`config.mk`:
```
export PLATFORM = sky130hd
export DESIGN_NAME = icache_ctrl
export DESIGN_NICKNAME = d
export VERILOG_FILES = /design/src/rtl/icache_ctrl.sv
export SDC_FILE = /design/constraint.sdc
export NUM_CORES = 1
export LEC_CHECK = 0
export CAP_MARGIN = 20
export CORE_ASPECT_RATIO = 0.8
export CORE_MARGIN = 4
export CORE_UTILIZATION = 42
export CTS_CLUSTER_DIAMETER = 200
export DETAILED_ROUTE_END_ITERATION = 8
export PLACE_DENSITY = 0.78
export RECOVER_POWER = 25
export SLEW_MARGIN = 0
export SYNTH_ARGS = -nofsm -noshare
export SYNTH_HDL_FRONTEND = slang
export SYNTH_SLANG_ARGS = --single-unit
```
`constraint.sdc`:
```
create_clock -name clock -period 3.1 [get_ports clock]
set_input_delay 0.465 -clock clock [delete_from_list [all_inputs] [get_ports clock]]
set_output_delay 0.465 -clock clock [all_outputs]
set_load 0.03 [all_outputs]
```
`src/rtl/icache_ctrl.sv`:
```
// icache_ctrl: fetch sequencer for a 64-line direct-mapped instruction cache.
// It handles one fetch at a time: lookup, then on a miss a memory read and a
// line refill, then the response to the IFU. It also supports cache bypass
// and keeps saturating hit/miss counters.
module icache_ctrl #(
   parameter int CNT_W = 32
) (
   input  logic             clock,
   input  logic             reset,
   input  logic             cache_en,
   input  logic             ifu_req_valid,
   output logic             ifu_req_ready,
   input  logic [29:0]      ifu_addr,
   output logic             ifu_resp_valid,
   input  logic             ifu_resp_ready,
   output logic [31:0]      ifu_resp_data,
   output logic             ifu_resp_err,
   output logic             ic_req_valid,
   output logic             ic_wen,
   output logic [29:0]      ic_addr,
   output logic [31:0]      ic_wdata,
   input  logic             ic_is_hit,
   input  logic [31:0]      ic_rdata,
   output logic             mem_req_valid,
   input  logic             mem_req_ready,
   output logic [31:0]      mem_addr,
   input  logic             mem_resp_valid,
   input  logic [31:0]      mem_resp_data,
   input  logic             mem_resp_err,
   output logic [CNT_W-1:0] hit_cnt,
   output logic [CNT_W-1:0] miss_cnt
);

   localparam logic [2:0] S_IDLE     = 3'd0;
   localparam logic [2:0] S_LOOKUP   = 3'd1;
   localparam logic [2:0] S_MEM_REQ  = 3'd2;
   localparam logic [2:0] S_MEM_WAIT = 3'd3;
   localparam logic [2:0] S_FILL     = 3'd4;
   localparam logic [2:0] S_RESP     = 3'd5;

   localparam logic [CNT_W-1:0] CNT_MAX = '1;

   // The response buffer holds either the hit data or the memory return.
   // It also supplies the refill data, so FILL needs no extra register.
   typedef struct packed {
      logic [31:0] data;
      logic        err;
   } resp_t;

   logic [2:0]  state, state_nxt;
   logic [29:0] addr_q;
   logic        en_q;
   resp_t       resp_q;

   // Next-state selection. Memory responses are only consumed in MEM_WAIT,
   // so a stale response that arrives after a reset is dropped.
   always_comb begin
      state_nxt = state;
      case (state)
         S_IDLE:     if (ifu_req_valid) state_nxt = cache_en ? S_LOOKUP : S_MEM_REQ;
         S_LOOKUP:   state_nxt = ic_is_hit ? S_RESP : S_MEM_REQ;
         S_MEM_REQ:  if (mem_req_ready) state_nxt = S_MEM_WAIT;
         S_MEM_WAIT: if (mem_resp_valid)
                        state_nxt = (mem_resp_err || !en_q) ? S_RESP : S_FILL;
         S_FILL:     state_nxt = S_RESP;
         S_RESP:     if (ifu_resp_ready) state_nxt = S_IDLE;
         default:    state_nxt = S_IDLE;
      endcase
   end

   // State register
   always_ff @(posedge clock) begin
      if (reset) state <= S_IDLE;
      else       state <= state_nxt;
   end

   // Request latch and response buffer
   always_ff @(posedge clock) begin
      if (reset) begin
         addr_q <= '0;
         en_q   <= 1'b0;
         resp_q <= '0;
      end else begin
         if (state == S_IDLE && ifu_req_valid) begin
            addr_q <= ifu_addr;
            en_q   <= cache_en;
         end
         if (state == S_LOOKUP && ic_is_hit)
            resp_q <= '{data: ic_rdata, err: 1'b0};
         if (state == S_MEM_WAIT && mem_resp_valid)
            resp_q <= '{data: mem_resp_data, err: mem_resp_err};
      end
   end

   // Saturating hit/miss counters. They only advance on a lookup, so bypass
   // fetches never touch them.
   always_ff @(posedge clock) begin
      if (reset) begin
         hit_cnt  <= '0;
         miss_cnt <= '0;
      end else if (state == S_LOOKUP) begin
         if (ic_is_hit) begin
            if (hit_cnt != CNT_MAX) hit_cnt <= hit_cnt + CNT_W'(1);
         end else begin
            if (miss_cnt != CNT_MAX) miss_cnt <= miss_cnt + CNT_W'(1);
         end
      end
   end

   // All outputs decode from state or registers. Lookup and fill are
   // separate states, so ic_req_valid and ic_wen can never be high together.
   assign ifu_req_ready  = (state == S_IDLE);
   assign ifu_resp_valid = (state == S_RESP);
   assign ifu_resp_data  = resp_q.data;
   assign ifu_resp_err   = resp_q.err;
   assign ic_req_valid   = (state == S_LOOKUP);
   assign ic_wen         = (state == S_FILL);
   assign ic_addr        = addr_q;
   assign ic_wdata       = resp_q.data;
   assign mem_req_valid  = (state == S_MEM_REQ);
   assign mem_addr       = {addr_q, 2'b00};

endmodule
```
==> results.md <==
- In this run switching power makes up roughly 36% of total power.
- Setup violations remaining at the end of the flow were counted as 0.
- The terminus of the critical flop-to-flop path is ic_addr[22].
- Counting buffers and inverters, the worst setup path is 3 cells deep.
- By count the netlist is led by sky130_fd_sc_hd__nand2_1, sky130_fd_sc_hd__dfxtp_1, sky130_fd_sc_hd__a21oi_1.
- The largest stage delay on the critical path is approximately 0.75 ns.
- The run finished with clean final reports.
- The net count reported at finish is roughly 1100.
- The final-report max-slew violation count is 0.
- The sum of negative setup slack is 0 ns.
- The most common cell in the synthesized netlist is sky130_fd_sc_hd__nand2_1.
- The clock passes through at most 2 buffers.
- For the finished layout, the period the worst path requires is 2.54 ns.
- The post-detailed-route DRC marker count is 0.
- The number of I/O pins is roughly 300.
- The synthesized design spends more area on one cell type than any other, namely sky130_fd_sc_hd__dfxtp_1.
- The number of hold-slack violations in the final timing report is 0.
- The first-pass GRT wire length is between 30000 and 40000 µm.
- Between clock sinks in the finished design, the worst skew comes to between 0.008 and 0.009 ns.
- In this run the worst hold path is classified as flip-flop to flip-flop.
- The number of global-route vias before repair is approximately 6100.
- In this run the tool buffered the top-level ports with roughly 300 buffer cells.
- The synthesized netlist occupies a cell area of between 0.006 and 0.007 mm².
- The portion of total power attributed to the clock network is between 30 and 40%.
- Across every metal layer, demand over resource in global routing totals 23.5%.
- Measured against its own limit, the worst slew margin works out to a little over a third.
- The total clock sinks is ~130.
- Among all stages on the critical path, the largest delay is contributed by sky130_fd_sc_hd__clkdlybuf4s50_1.
- The sequential cells in the finished layout cover a total of 0.00262 mm².
- The cell count of the worst reg-to-reg path is 5.
- Counting the buffers created by CTS gives 17.
- The total vias in the final route is ~6700.
- Once the clock tree was built, the setup fixing pass inserted 0 buffers.
- The number of hold buffers added after CTS was 0.
- The number of iterations in the first detailed-routing pass is 5.
- For this run, the register share of the synthesized area comes to roughly two fifths.
- The congestion estimate from routability-driven global placement came to roughly 0.85.
- The area added between synthesis and finish is 50.8%.
- The post-synthesis cell count is about 800.
- The proportion of register bits with asynchronous set or reset after synthesis is 0%.
- The maximum vdd drop is 0.373 mV.
- The quantity of gates resized following cts is 0.
- Tracing the worst setup path back leads to its startpoint at state[2].
- Setup repair after global routing left no endpoint under its margin.
- The share of Yosys cell area claimed by the top area cell type is ~41%.
- The count of nets left with antenna violations once routing finished came out at 0.
- TritonCTS built the clock tree.
- The H-tree depth reported by CTS is 4.
- Yosys printed 0 warnings.
- After detailed routing, the number of vias per cell comes to roughly 5.4.
- Clock-pin slew was measured on the worst setup and hold paths at approximately 0.06 ns.
- The global route total overflow is 0.
- The net switching power is roughly 2400 µW.
- After filler insertion, the fill cell instance count of the layout stands at roughly 1300.
- Across all register-to-register paths, the minimum setup slack is approximately 0.6 ns.
- The maximum number of pins on one net before global-route repair is between 60 and 70.
- Clock latency on the worst-skew pair, taken at its later pin, is roughly 0.4 ns.
- The startpoint of the most critical register-to-register path is state[2].
- Max-cap violations in this run came to 0.
- The die covers between 0.015 and 0.02 mm².
- The initial utilization of the core area, before any placement, comes to 43.0%.
- The startpoint class of the critical path is a flip-flop.
- The number of antenna violations at the first check in global routing was 1.
- By area the synthesized netlist is led by sky130_fd_sc_hd__dfxtp_1, sky130_fd_sc_hd__nand2_1, sky130_fd_sc_hd__buf_4, sky130_fd_sc_hd__a21oi_1, sky130_fd_sc_hd__a311oi_1.
- The number of instances in the placed design is 1200.
- Sequential cells account for 31.4% of the total power.
- The cell family contributing the most delay on the critical path is buffers and inverters.
- Based on the critical path, the design can be clocked at up to slightly below 400 MHz.
- The violation count after the first detailed-route iteration is 418.
- The total non-filler cell area in the finished layout is between 0.009 and 0.01 mm².
- The repair_antennas step left the layout with diodes totalling 0.
- The fraction of layout instances using a drive strength above 1 is under 10%.
- Together, buffers and inverters on the worst path number 2.
- After synthesis the netlist holds a flip-flop and latch count of around 130.
- The count of distinct cell types in the synthesized netlist is between 50 and 60.
- CTS placed an instance of sky130_fd_sc_hd__clkbuf_16 at the clock tree root.
- The maximum fanout encountered on the critical timing path is 12.
- The floorplan core area is around 0.015 mm².
- For this block, the routed nets add up to around 21000 µm of wire.
- The internal power of the cells totals roughly 4200 µW.
- The signal on the critical path passes through inv_1 > nor3_1 > clkdlybuf4s50_1.
- The slew at the pin closest to its max-slew limit is slightly below 1 ns.
- The capture point of the worst path is ic_wen.
- STA puts the critical path data required time at around 2.6 ns.
- Counting flops with a built-in enable in the synthesized netlist gives 0.
- The worst setup path is captured at an output pin.
- Power spread over the standard cell area amounts to 673 mW/mm².
- In this run, the combinational gates consume a little over a third of the power.
- In the final layout, the multi-input gates occupy 0.00313 mm².
- The total placed instance area is approximately 0.0091 mm².
- The category of the critical setup timing path is flip-flop to output pin.
- The width of the die is 147 µm.
- The average cell area after synthesis is approximately 7.9 µm².
- The filler-free cell count of the finished design is 1232.
- The arrival time of the worst setup path is 2.07 ns.
- Among all flip-flop cells after synthesis, the most frequent one is sky130_fd_sc_hd__dfxtp_1.
- After detailed routing, the average wire length per cell comes to between 15 and 20 µm.
- The vertical extent of the die is 119 µm.
- The cell leakage power is ~0.0034 µW.
- The worst path uses 81.9% of the clock period.
- The number of placement rows is 40.
- Once detailed placement completed, the half-perimeter wirelength came to approximately 15000 µm.
==> worst min-delay path, stage by stage (launching register included) <==
cell and delay (ns):
sky130_fd_sc_hd__dfxtp_1 0.31, sky130_fd_sc_hd__nand2_1 0.05, sky130_fd_sc_hd__a21oi_1 0.05
==> cells in the final DEF, fill, tap and decap left out, types with 23 or more instances in the layout <==
master and instances:
sky130_fd_sc_hd__a21oi_1 78, sky130_fd_sc_hd__dfxtp_1 131, sky130_fd_sc_hd__or3_1 23, sky130_fd_sc_hd__o21ai_0 23
sky130_fd_sc_hd__nand2_1 159, sky130_fd_sc_hd__nor2_1 62, sky130_fd_sc_hd__nand3_1 24, sky130_fd_sc_hd__clkdlybuf4s50_1 232
sky130_fd_sc_hd__dlygate4sd3_1 63, sky130_fd_sc_hd__a311oi_1 32
==> per-layer routing <==
layer | global-route usage [%] | part of all wire, % | up-vias | routed length, µm
met1 | 31.6 | 45 | 3167 | 9580
li1 | - | - | 3287 | -
met3 | 6.66 | 5.7 | 26 | 1200
met4 | 5.88 | 1.3 | 2 | 285
met2 | 37.5 | 48 | 223 | 10100
met5 | 0 | 0.071 | - | 15
==> worst min path at each step <==
stage,from,depth (start not counted),slack (ns),to
2_1_floorplan,en_q,2,0.44,en_q
3_3_place_gp,ic_addr[2],2,0.46,ic_addr[2]
3_5_place_dp,ic_addr[3],2,0.46,ic_addr[3]
4_1_cts,ic_addr[10],2,0.47,ic_addr[10]
5_1_grt,en_q,2,0.49,en_q
6_report,ic_addr[26],2,0.46,ic_addr[26]
==> final cells by class <==
cell class	count	share of cell area [%]
Inverter	5	0.193
Tap cell	189	2.43
Multi-Input combinational cell	564	32.2
Sequential cell	131	27.0
Clock buffer	20	4.70
Timing Repair Buffer	311	31.6
Clock inverter	12	1.84
==> flip-flops by register name (all words and copies together) (netlist names) <==
signal	cells
en_q	1
hit_cnt	32
ic_addr	30
ic_wdata	32
state	3
ifu_resp_err	1
miss_cnt	32
==> logic make-up after synthesis <==
kind of cell	count (synthesis)	share of synthesized area, %
buffers and inverters	123	11.2
multiplexers	7	1.20
other	1	0.0582
XOR/XNOR	14	1.90
AO/OA/AOI/OAI	173	17.0
flip-flops	131	40.7
adder cells (fa/ha/maj)	2	0.388
AND/OR/NAND/NOR	366	27.6
==> power groups by stage <==
| stage | Combinational [µW] | Sequential (µW) | Clock (µW) |
|---|---|---|---|
| floorplan | 1240 | 2400 | 0 |
| global placement | 2380 | 2090 | 0 |
| detailed placement | 2400 | 2100 | 0 |
| CTS | 2410 | 2060 | 2190 |
| global route | 2460 | 2090 | 2260 |
| finish | 2330 | 2050 | 2160 |
==> per-stage QoR <==
stage / setup WS [ns] / util, % / hold slack, ns / power (µW)
6_report: 0.560 / 64.8 / 0.465 / 6540
5_1_grt: 0.346 / 64.8 / 0.486 / 6800
4_1_cts: 0.526 / 64.8 / 0.471 / 6660
3_5_place_dp: 0.278 / 60.6 / 0.462 / 4500
3_3_place_gp: 0.331 / 60.6 / 0.456 / 4470
2_1_floorplan: 0.544 / - / 0.436 / 3640
Power figures use the tool's default switching activity.
